<file path="src/rtl/fetch_unit_pkg.sv">
// Shared MIPS front-end constants: reset vector, word size, fetch FSM encodings
// and the opcode/funct values the control decoder also keys on.
package fetch_unit_pkg;

   localparam logic [31:0] DEFAULT_RESET_PC = 32'h0040_0000;
   localparam int unsigned WORD_BYTES       = 4;

   typedef enum logic [1:0] {
      ST_FETCH = 2'd0,
      ST_ISSUE = 2'd1,
      ST_HALT  = 2'd2
   } fetch_state_t;

   localparam logic [5:0] OP_J         = 6'd2;
   localparam logic [5:0] OP_JAL       = 6'd3;
   localparam logic [5:0] OP_BEQ       = 6'd4;
   localparam logic [5:0] OP_BNE       = 6'd5;
   localparam logic [5:0] FUNC_SYSCALL = 6'h0c;

endpackage

</file>
<file path="src/rtl/fetch_unit_fetch_pc.sv">
// Program counter register with next-PC selection (sequential or word-aligned redirect).
module fetch_pc
   import fetch_unit_pkg::*;
#(
   parameter logic [31:0] RESET_PC = DEFAULT_RESET_PC,
   parameter int unsigned ADDR_W   = 32
) (
   input  logic              clk,
   input  logic              reset,
   input  logic              load,
   input  logic              use_redirect,
   input  logic [ADDR_W-3:0] redirect_word,
   output logic [ADDR_W-1:0] pc,
   output logic [ADDR_W-1:0] pc_plus4
);

   logic [ADDR_W-1:0] pc_next;

   // Wraps modulo 2^ADDR_W by construction of the adder width.
   assign pc_plus4 = pc + ADDR_W'(WORD_BYTES);
   assign pc_next  = use_redirect ? {redirect_word, 2'b00} : pc_plus4;

   always_ff @(posedge clk or posedge reset) begin
      if (reset)
         pc <= RESET_PC[ADDR_W-1:0];
      else if (load)
         pc <= pc_next;
   end

endmodule

</file>
<file path="src/rtl/fetch_unit.sv">
// Instruction fetch front end: memory handshake, instruction register and stall/redirect/syscall FSM.
// Optional FETCH_ALIGN_CHECK_EN halts on a misaligned redirect and raises addrErr.
module fetch_unit
   import fetch_unit_pkg::*;
#(
   parameter logic [31:0] RESET_PC = DEFAULT_RESET_PC,
   parameter int unsigned ADDR_W   = 32
) (
   input  logic              clk,
   input  logic              reset,
   output logic              imemReq,
   output logic [ADDR_W-1:0] imemAddr,
   input  logic              imemReady,
   input  logic [31:0]       imemData,
   output logic [31:0]       instr,
   output logic [5:0]        opcode,
   output logic [5:0]        funcCode,
   output logic              instrValid,
   output logic [ADDR_W-1:0] pcOut,
   output logic [ADDR_W-1:0] pcPlus4,
   input  logic              stall,
   input  logic              redirect,
   input  logic [ADDR_W-1:0] redirectPc,
   input  logic              syscall,
   input  logic              resume,
`ifdef FETCH_ALIGN_CHECK_EN
   output logic              addrErr,
`endif
   output logic              halted
);

   fetch_state_t      state, state_next;
   logic              pc_load, use_redirect, instr_load, err_set, align_fault;
   logic [ADDR_W-1:0] pc;

   fetch_pc #(.RESET_PC(RESET_PC), .ADDR_W(ADDR_W)) u_pc (
      .clk          (clk),
      .reset        (reset),
      .load         (pc_load),
      .use_redirect (use_redirect),
      .redirect_word(redirectPc[ADDR_W-1:2]),
      .pc           (pc),
      .pc_plus4     (pcPlus4)
   );

`ifdef FETCH_ALIGN_CHECK_EN
   assign align_fault = redirect && (redirectPc[1:0] != 2'b00);

   always_ff @(posedge clk or posedge reset) begin
      if (reset)
         addrErr <= 1'b0;
      else if (err_set)
         addrErr <= 1'b1;
      else if (state == ST_HALT && resume)
         addrErr <= 1'b0;
   end
`else
   logic unused_low_bits;
   assign align_fault     = 1'b0;
   assign unused_low_bits = ^redirectPc[1:0];
`endif

   always_ff @(posedge clk or posedge reset) begin
      if (reset) begin
         state <= ST_FETCH;
         instr <= 32'h0;
      end else begin
         state <= state_next;
         if (instr_load)
            instr <= imemData;
      end
   end

   always_comb begin
      state_next   = state;
      pc_load      = 1'b0;
      use_redirect = 1'b0;
      instr_load   = 1'b0;
      err_set      = 1'b0;
      unique case (state)
         ST_FETCH: begin
            if (imemReady) begin
               instr_load = 1'b1;
               state_next = ST_ISSUE;
            end
         end
         ST_ISSUE: begin
            if (syscall) begin
               state_next = ST_HALT;
            end else if (!stall) begin
               if (align_fault) begin
                  err_set    = 1'b1;
                  state_next = ST_HALT;
               end else begin
                  pc_load      = 1'b1;
                  use_redirect = redirect;
                  state_next   = ST_FETCH;
               end
            end
         end
         ST_HALT: begin
            if (resume) begin
               pc_load    = 1'b1;
               state_next = ST_FETCH;
            end
         end
         default: state_next = ST_FETCH;
      endcase
   end

   // Gating with reset drops an in-flight request the moment reset asserts.
   assign imemReq    = (state == ST_FETCH) && !reset;
   assign imemAddr   = pc;
   assign pcOut      = pc;
   assign instrValid = (state == ST_ISSUE);
   assign halted     = (state == ST_HALT);
   assign opcode     = instr[31:26];
   assign funcCode   = instr[5:0];

endmodule

</file>
<file path="config.mk">
export PLATFORM = sky130hd
export DESIGN_NAME = fetch_unit
export DESIGN_NICKNAME = d
export VERILOG_FILES = /design/src/rtl/fetch_unit_pkg.sv /design/src/rtl/fetch_unit_fetch_pc.sv /design/src/rtl/fetch_unit.sv
export SDC_FILE = /design/constraint.sdc
export NUM_CORES = 1
export LEC_CHECK = 0
export ABC_AREA = 0
export ABC_CLOCK_PERIOD_IN_PS = 2700
export CORE_MARGIN = 3
export CORE_UTILIZATION = 42
export CTS_BUF_LIST = sky130_fd_sc_hd__clkbuf_8
export DETAILED_ROUTE_END_ITERATION = 12
export PLACE_DENSITY = 0.84
export SLEW_MARGIN = 20
export SYNTH_ARGS = -nofsm -noshare
export SYNTH_HDL_FRONTEND = slang
export SYNTH_SLANG_ARGS = --single-unit
export TNS_END_PERCENT = 50
</file>
<file path="constraint.sdc">
create_clock -name clk -period 2.7 [get_ports clk]
set_input_delay 0.27 -clock clk [delete_from_list [all_inputs] [get_ports clk]]
set_output_delay 0.27 -clock clk [all_outputs]
set_load 0.005 [all_outputs]
</file>
==> results.md, run 1 <==
Routing:
- The count of antenna-violating nets left after detailed routing is 0.
- The wire length after detailed routing is 14100 um.
- For this run, design rule violations remaining after detail routing come to 0.
- The total vias in the final route is between 4000 and 5000.
- The via density per instance is ~5.5.
- The detailed router finished its first iteration with 276 violations.
- The first detailed-routing pass took 4 iterations.
- The average wire length per cell after detail routing is approximately 18 um.

Logic synthesis:
- Of the synthesized area, sequential elements account for 0.377.
- After synthesis, the share of flip-flops with an asynchronous set or reset is 1.00.
- The most frequent cell after synthesis is sky130_fd_sc_hd__dfrtp_1.
- Counting instances in the post-synthesis netlist gives the leading cell types as sky130_fd_sc_hd__dfrtp_1 (63), sky130_fd_sc_hd__buf_4 (49), sky130_fd_sc_hd__nand2_1 (38), sky130_fd_sc_hd__mux2_2 (33), sky130_fd_sc_hd__nand4_1 (27).
- Counting flops with a built-in enable in the synthesized netlist gives 0.
- By area the synthesized netlist is led by sky130_fd_sc_hd__dfrtp_1 (37%), sky130_fd_sc_hd__mux2_2 (8.8%), sky130_fd_sc_hd__buf_4 (8.7%).
- The mean instance size in the synthesized netlist is 9.27 sq um.
- After technology mapping, the gate count stands at 458.
- The number of different library cells used by synthesis comes to 54.
- The share of synthesized area in the top cell type comes to 0.371.
- Of all cell types, the one taking the most synthesized area is sky130_fd_sc_hd__dfrtp_1.
- The count of warnings emitted by yosys is 0.
- The most used flip-flop cell after synthesis is sky130_fd_sc_hd__dfrtp_1.
- The mapped netlist covers 0.00425 sq mm.
- The synthesis-stage register bit count is 64.

STA:
- Timing would allow up to between 300 and 400 MHz.
- The final count of negative-setup-slack endpoints is 1.
- Counting I/O delays and the setup requirement, the final critical path takes 2710 ps.
- Setup repair after global routing could not meet its margin everywhere.
- The normalized max-slew margin is 0.556.
- The final-report max-slew violation count was 0.
- Dividing the final minimum period by the clock period gives 1.00.
- After layout, the worst setup slack is -13.0 ps.
- Across the routed clock network, the largest skew measured is 8.20 ps.
- The final hold violation count is 0.
- Summed over all failing endpoints, the final setup total negative slack is -13.0 ps.
- At the pin with the least slew margin, the transition time is 666 ps.

Global routing:
- After global routing the overflow that remains totals 0.
- Entering global routing, the biggest net connects 48 pins.
- The global-route wire length before repair is ~22000 um.
- The number of antenna violations at the first check in global routing is 0.
- The number of global-route vias before repair was 4265.
- For this run, the total global-route usage over all layers was measured as 0.241.

Setup path:
- The highest net fanout along the worst path is 6.
- The critical path arrival is 2440 ps.
- The startpoint class of the critical path is a flip-flop.
- For the worst setup path, the data required time is 2430 ps.
- The startpoint-to-endpoint class of the critical path is reg -> out.
- The endpoint kind of the worst setup timing path is an output pin.

CTS:
- Clock-pin slew was measured on the worst setup and hold paths at 80 ps.
- No sink is reached through more buffers than the 2 on the longest clock path.
- TritonCTS built the clock tree.
- Counting every sink on the clock net gives 64.
- The source-to-sink clock delay at the later pin of the worst-skew pair is 350 ps.
- The number of hold buffers added after CTS is 0.
- Clock tree synthesis inserted a total of 9 buffers.
- The count of H-tree levels built during CTS is 3.
- Clock tree synthesis selected as its root buffer the cell sky130_fd_sc_hd__clkbuf_8.

Die:
- The number of ports placed on the die boundary is roughly 210.
- The area of the placeable core is slightly below 0.01 sq mm.
- The vertical die dimension is 107 um.
- The number of core rows is 36.
- The floorplan step set the die width to 107 um.
- The overall die area is around 0.011 sq mm.
- For this configuration, the core starts out at a cell density of 0.432.

Power:
- In this run the static leakage power is between 0.002 and 0.003 uW.
- In this run the power density over the cells is 808 mW/mm^2.
- IR analysis of the VDD net gives a maximum drop of ~0.58 mV.

Cells and area:
- The finished layout holds just under 800 standard cells, fillers aside.
- The net count of the finished layout is 728.
- The filler cell count in the final layout is ~750.
- The antenna cell count is 0.
- Once layout is done, the placed cells without fillers occupy between 0.006 and 0.007 sq mm.
- The fraction of final layout cells sized beyond drive strength 1 is 0.221.
- The synthesis-to-finish area growth is 59.0%.

Outcome:
- The flow ran to the end, but the final reports show violations.
- The checks that failed: negative setup slack.

Placement:
- The wire-length estimate of the detail-placed layout is 10400 um.
- The placed cell area is 0.00631 sq mm.
- The worst setup slack before clock tree synthesis is 22.1 ps.
- The number of input and output port buffers inserted is 205.
- The final RePlAce weighted congestion is 0.846.
- In this run, placement finished with an instance count of 760.

Worst hold path:
- The path category of the worst min-delay check is in -> async.

Flow run:
- Max-cap violations in this run came to 0.
## kinds of logic (layout without fill, tap and decap cells)
group                    Yosys count  count (layout)  share of synthesized area
AND/OR/NAND/NOR                  147             147                      0.197
XOR/XNOR                          26              26                     0.0536
buffers and inverters             95             289                      0.129
flip-flops                        64              64                      0.377
adder cells (fa/ha/maj)            5               5                     0.0147
other                              1               6                   0.000883
AO/OA/AOI/OAI                     87              87                      0.140
multiplexers                      33              33                     0.0875
## metal layers
metal	wire (um)	global-route usage	up-vias
li1	-	-	2001
met1	5750	0.307	2111
met2	7050	0.414	234
met3	1070	0.0468	25
met4	276	0.0776	0
met5	0	0	-
## worst max-delay path, stage by stage (launching register included)
cell,delay (ps)
sky130_fd_sc_hd__dfrtp_1,390
sky130_fd_sc_hd__buf_4,120
sky130_fd_sc_hd__ha_2,180
sky130_fd_sc_hd__buf_4,130
sky130_fd_sc_hd__and3_4,230
sky130_fd_sc_hd__and3_4,220
sky130_fd_sc_hd__nand3_1,100
sky130_fd_sc_hd__xnor2_1,190
sky130_fd_sc_hd__clkdlybuf4s50_1,530
## state kept, by name, indices dropped and copies added, names as in the netlist
signal   count
instr       32
state        2
u_pc.pc     30
## metrics by stage
| stage | power [uW] | hold WS [ps] | utilization |
|---|---|---|---|
| after detailed placement | 4540 | 494 | 0.642 |
| after floorplan | 2920 | 416 | - |
| final | 5460 | 378 | 0.688 |
| after global placement | 4430 | 485 | 0.642 |
| after CTS | 5440 | 398 | 0.676 |
| after global routing | 5800 | 430 | 0.688 |
## placed cells by master, fill, tap and decap left out, types with 7 or more instances in the layout
master,netlist,final
sky130_fd_sc_hd__clkdlybuf4s50_1,0,190
sky130_fd_sc_hd__dfrtp_1,63,63
sky130_fd_sc_hd__buf_4,49,53
sky130_fd_sc_hd__nand2_1,38,38
sky130_fd_sc_hd__mux2_2,33,33
sky130_fd_sc_hd__nand4_1,27,27
sky130_fd_sc_hd__xnor2_1,24,18
sky130_fd_sc_hd__nand3_1,19,16
sky130_fd_sc_hd__o211ai_1,16,16
sky130_fd_sc_hd__o21ai_0,14,14
sky130_fd_sc_hd__a21boi_0,14,14
sky130_fd_sc_hd__inv_1,13,12
sky130_fd_sc_hd__a21oi_1,13,12
sky130_fd_sc_hd__or3_1,11,11
sky130_fd_sc_hd__nor2_1,11,10
sky130_fd_sc_hd__clkbuf_8,0,9
sky130_fd_sc_hd__o22ai_1,7,7
## report_power, final
group / switching (uW) / internal (uW) / leakage, uW / total [uW]
Sequential: 234 / 1310 / 0.000721 / 1540
Combinational: 1200 / 1870 / 0.00196 / 3080
Clock: 404 / 433 / 0.0000960 / 837
## final timing paths
check / start / to / slack [ps] / cells after the start
max: u_pc.pc[2] / pcPlus4[30] / -10 / 8
min: reset / instr[1] / 380 / 3
max reg2reg: state[1] / u_pc.pc[25] / 420 / 6
min reg2reg: instr[6] / instr[6] / 510 / 1
max in group asynchronous: reset / u_pc.pc[22] / 1950 / 3
min in group clk: instr[6] / instr[6] / 510 / 1
## area by class of cell
class                           instances  area (sq um)  area share
Inverter                               13          48.8     0.00723
Timing Repair Buffer                  260          2470       0.365
Multi-Input combinational cell        304          2260       0.335
Sequential cell                        64          1600       0.237
Tap cell                              133           166      0.0246
Clock inverter                          7          80.1      0.0119
Clock buffer                            9           124      0.0183
## timing repair
| item | 4_1_cts | 5_1_grt |
|---|---|---|
| setup buffers | 7 | 7 |
| resized for setup | 27 | 24 |
| pin swaps | 4 | 7 |
| endpoints found under the setup margin | 18 | 14 |
| gates cloned | 0 | 0 |
Power figures use the tool's default switching activity.
==> inputs of run 2 (changes only) <==
CORE_UTILIZATION = 40   (was 42)
PLACE_DENSITY = 0.8   (was 0.84)
==> run 2 against run 1 <==
  * The run now ends clean
  * Total power increased by 0.73%
  * Critical path depth unchanged
  * Clock power rose by 2%
  * Sequential share of layout area shrank 0.074 points
  * Largest cell class unchanged
  * Largest power group unchanged
  * Highest routed layer unchanged
==> results.md, run 2 (synthesized netlist as in run 1, its figures left out) <==
Global routing:
- The pin count of the biggest net entering global routing is 48 (unchanged).
- The number of antenna violations at the first check in global routing is 0 (unchanged).
- The global-route wire length before repair was 21900 um (unchanged).
- The global route total overflow is 0 (unchanged).
- The number of global-route vias before repair is 4263 (was 4265).
- The global router's overall resource usage is 0.235 (was 0.241).

Outcome:
- Status: complete, no violations (was finished, violations left).

CTS:
- The source-to-sink clock delay at the later pin of the worst-skew pair was 340 ps (was 350 ps).
- The maximum root-to-sink buffer count is 2 (unchanged).
- The root cell of the clock tree is sky130_fd_sc_hd__clkbuf_8 (unchanged).
- The number of hold buffers added after CTS is 0 (unchanged).
- The clock transition at the register clock pins on the worst setup and hold paths after CTS was 80 ps (about the same).
- The TritonCTS clock tree is yes (unchanged).
- The count of H-tree levels built during CTS is 3 (unchanged).
- The number of clock sinks came to 64 (unchanged).
- The number of buffers created by CTS is 9 (unchanged).

Power:
- The switching share of power was 0.336 (was 0.338).
- The power share of the sequential group is 0.281 (was 0.283).
- The peak supply drop is 0.603 mV (was 0.579 mV).
- The internal power of the cells was 3650 uW (was 3620 uW).
- The part of the total power dissipated in the clock network is 0.155 (was 0.153).
- The power density over cell area is 811 mW/mm^2 (was 808 mW/mm^2).
- The share of total power in combinational logic is 0.563 (was 0.564).
- The switching power of the nets is 1850 uW (was 1840 uW).
- The leakage power total is 0.00279 uW (was 0.00277 uW).

Setup path:
- The family of cells with the greatest summed delay on the critical path is buffers and inverters (unchanged).
- The worst endpoint required time is 2430 ps (about the same).
- The critical-path cell with the highest stage delay is sky130_fd_sc_hd__clkdlybuf4s50_1 (unchanged).
- Critical path cell sequence: buf_4 -> nand3_1 -> buf_4 -> nor4_2 -> buf_4 -> nand3_1 -> xnor2_2 -> clkdlybuf4s50_1 (was buf_4 -> ha_2 -> buf_4 -> and3_4 -> and3_4 -> nand3_1 -> xnor2_1 -> clkdlybuf4s50_1).
- The most repeated library cell on the critical path is sky130_fd_sc_hd__buf_4.
- The critical path arrival was 2410 ps (was 2440 ps).
- The startpoint-to-endpoint class of the critical path is reg -> out (unchanged).
- The endpoint kind of the worst setup timing path is an output pin (unchanged).
- The number of buffers and inverters on the critical path is 4 (was 3).
- The startpoint class of the critical path is a flip-flop (unchanged).
- The highest net fanout along the worst path is 4 (was 6).
- The largest incremental delay on the critical path is 530 ps (about the same).
- The startpoint of the most critical register-to-register path is state[1] (unchanged).
- The beginning of the critical path is u_pc.pc[7] (was u_pc.pc[2]).

Cells and area:
- The filler cell count in the final layout came to 778 (was 753).
- The flip-flop count of the largest register, all copies and words added is 32 (unchanged).
- The area of the multi-input gates is 0.00226 sq mm (about the same).
- Largest registers: instr: 32 flops, u_pc.pc: 30 flops, state: 2 flops (unchanged).
- Commonest cells after routing, fill and taps aside: sky130_fd_sc_hd__clkdlybuf4s50_1 (189), sky130_fd_sc_hd__dfrtp_1 (62), sky130_fd_sc_hd__buf_4 (53) (was sky130_fd_sc_hd__clkdlybuf4s50_1 (190), sky130_fd_sc_hd__dfrtp_1 (63), sky130_fd_sc_hd__buf_4 (53)).
- The number of nets in the final layout came to 729 (was 728).
- The antenna cell count is 0 (unchanged).
- The area taken by flip-flops and latches came to 0.00160 sq mm (about the same).
- The commonest non-fill, non-tap cell in the layout is sky130_fd_sc_hd__clkdlybuf4s50_1 (unchanged).
- The fraction of final layout cells sized beyond drive strength 1 came to 0.222 (was 0.221).
- The synthesis-to-finish area growth is 59.6% (was 59.0%).
- The count of non-filler cells in the finished layout is 791 (was 790).
- The register with the most flip-flops is instr (unchanged).

STA:
- The final hold violation count is 0 (unchanged).
- The final count of negative-setup-slack endpoints is 0 (was 1).
- RSZ-0062 raised after global routing: yes (unchanged).
- The slack of the critical path is 19.5 ps (was -13.0 ps).
- The final-report max-slew violation count was 0 (unchanged).
- The achievable clock frequency was 373 MHz (was 369 MHz).
- The fraction of the cycle the final worst path needs is 0.993 (was 1.00).
- The setup TNS after final layout is 0 ps (was -13.0 ps).
- The time the final worst path needs with I/O delays and setup is 2680 ps (was 2710 ps).
- The transition time at the pin with the least slew margin was 767 ps (was 666 ps).
- The final clock skew is 14.1 ps (was 8.20 ps).
- The normalized max-slew margin is 0.488 (was 0.556).
- The worst hold slack is 403 ps (was 378 ps).

Die:
- The overall die area is 0.0119 sq mm (was 0.0114 sq mm).
- The number of core rows is 36 (unchanged).
- The vertical die dimension is 109 um (was 107 um).
- The die outline width came to 109 um (was 107 um).
- The initial core utilization is 0.423 (was 0.432).
- The area of the placeable core was 0.0100 sq mm (was 0.00982 sq mm).
- The number of ports placed on the die boundary is 214 (unchanged).

Placement:
- The HPWL after detailed placement is 10500 um (was 10400 um).
- The final RePlAce weighted congestion is 0.849 (was 0.846).
- The total placed cells including tap cells is 764 (was 760).
- The worst setup slack before clock tree synthesis is 9.00 ps (was 22.1 ps).
- The number of input and output port buffers inserted is 205 (unchanged).

Routing:
- The detailed-routing iteration count for the pre-antenna-repair pass was 5 (was 4).
- The via density per instance is 5.51 (was 5.53).
- The remaining design rule violation count is 0 (unchanged).
- The count of antenna-violating nets left after detailed routing is 0 (unchanged).
- The detailed router's first-iteration violation count was 280 (was 276).
- The wire length after detailed routing is 14400 um (was 14100 um).
- The average wire length per cell after detail routing is 18.2 um (was 17.9 um).
- The total vias in the final route was 4355 (was 4371).

Worst hold path:
- The path category of the worst min-delay check is in -> async (unchanged).

Flow run:
- The reported max-cap violation count is 0 (unchanged).
-- run 2: metrics by stage --
stage                     area (sq um)  utilization  total power (uW)
after global routing              6780        0.675              5850
after CTS                         6680        0.665              5500
after detailed placement          6350        0.632              4570
after floorplan                   4270            -              2920
final                             6780        0.675              5500
after global placement            6350        0.632              4460
-- run 2: per-layer routing --
| metal | global-route usage | routed length [um] | vias up |
|---|---|---|---|
| met5 | 0 | 0 | - |
| met4 | 0.0595 | 154 | 0 |
| met3 | 0.0444 | 1220 | 17 |
| met2 | 0.425 | 7350 | 225 |
| met1 | 0.285 | 5650 | 2114 |
| li1 | - | - | 1999 |
-- run 2: worst paths after layout --
path,endpoint,slack [ps],depth (start not counted)
max,pcPlus4[30],20,8
min,instr[28],400,2
max reg2reg,u_pc.pc[11],380,7
min reg2reg,instr[14],510,1
max in group asynchronous,u_pc.pc[22],1610,3
min in group clk,u_pc.pc[3],500,3
-- run 2: layout make-up --
class,count,area share
Clock buffer,10,0.0203
Sequential cell,64,0.237
Multi-Input combinational cell,304,0.333
Tap cell,133,0.0246
Inverter,13,0.00720
Clock inverter,6,0.00997
Timing Repair Buffer,261,0.368
-- run 2: repair_timing --
| action | 4_1_cts | 5_1_grt |
|---|---|---|
| buffers inserted | 8 | 3 |
| resized for setup | 22 | 24 |
| gates cloned | 0 | 0 |
| pin swaps | 3 | 6 |
| endpoints found under the setup margin | 17 | 14 |
-- run 2: worst register-to-register path, cell delays in order (launching register included) --
cell                        delay (ps)
sky130_fd_sc_hd__dfrtp_1           390
sky130_fd_sc_hd__inv_1             120
sky130_fd_sc_hd__ha_1              180
sky130_fd_sc_hd__or3b_1            410
sky130_fd_sc_hd__a21o_1            480
sky130_fd_sc_hd__buf_4             310
sky130_fd_sc_hd__a21oi_1           120
sky130_fd_sc_hd__a2bb2oi_1         220
-- run 2: power by group through the flow --
stage | clock [uW] | combinational (uW) | sequential, uW
after detailed placement | 0 | 2990 | 1580
final | 853 | 3100 | 1550
after global routing | 916 | 3340 | 1590
after global placement | 0 | 2930 | 1530
after floorplan | 0 | 1320 | 1610
after CTS | 868 | 3090 | 1540
==> inputs of run 3 (changes only) <==
CAP_MARGIN = 30   (was not set)
==> results of run 3 <==
Same layout as run 2: the final DEF is identical, and so are final timing and power.
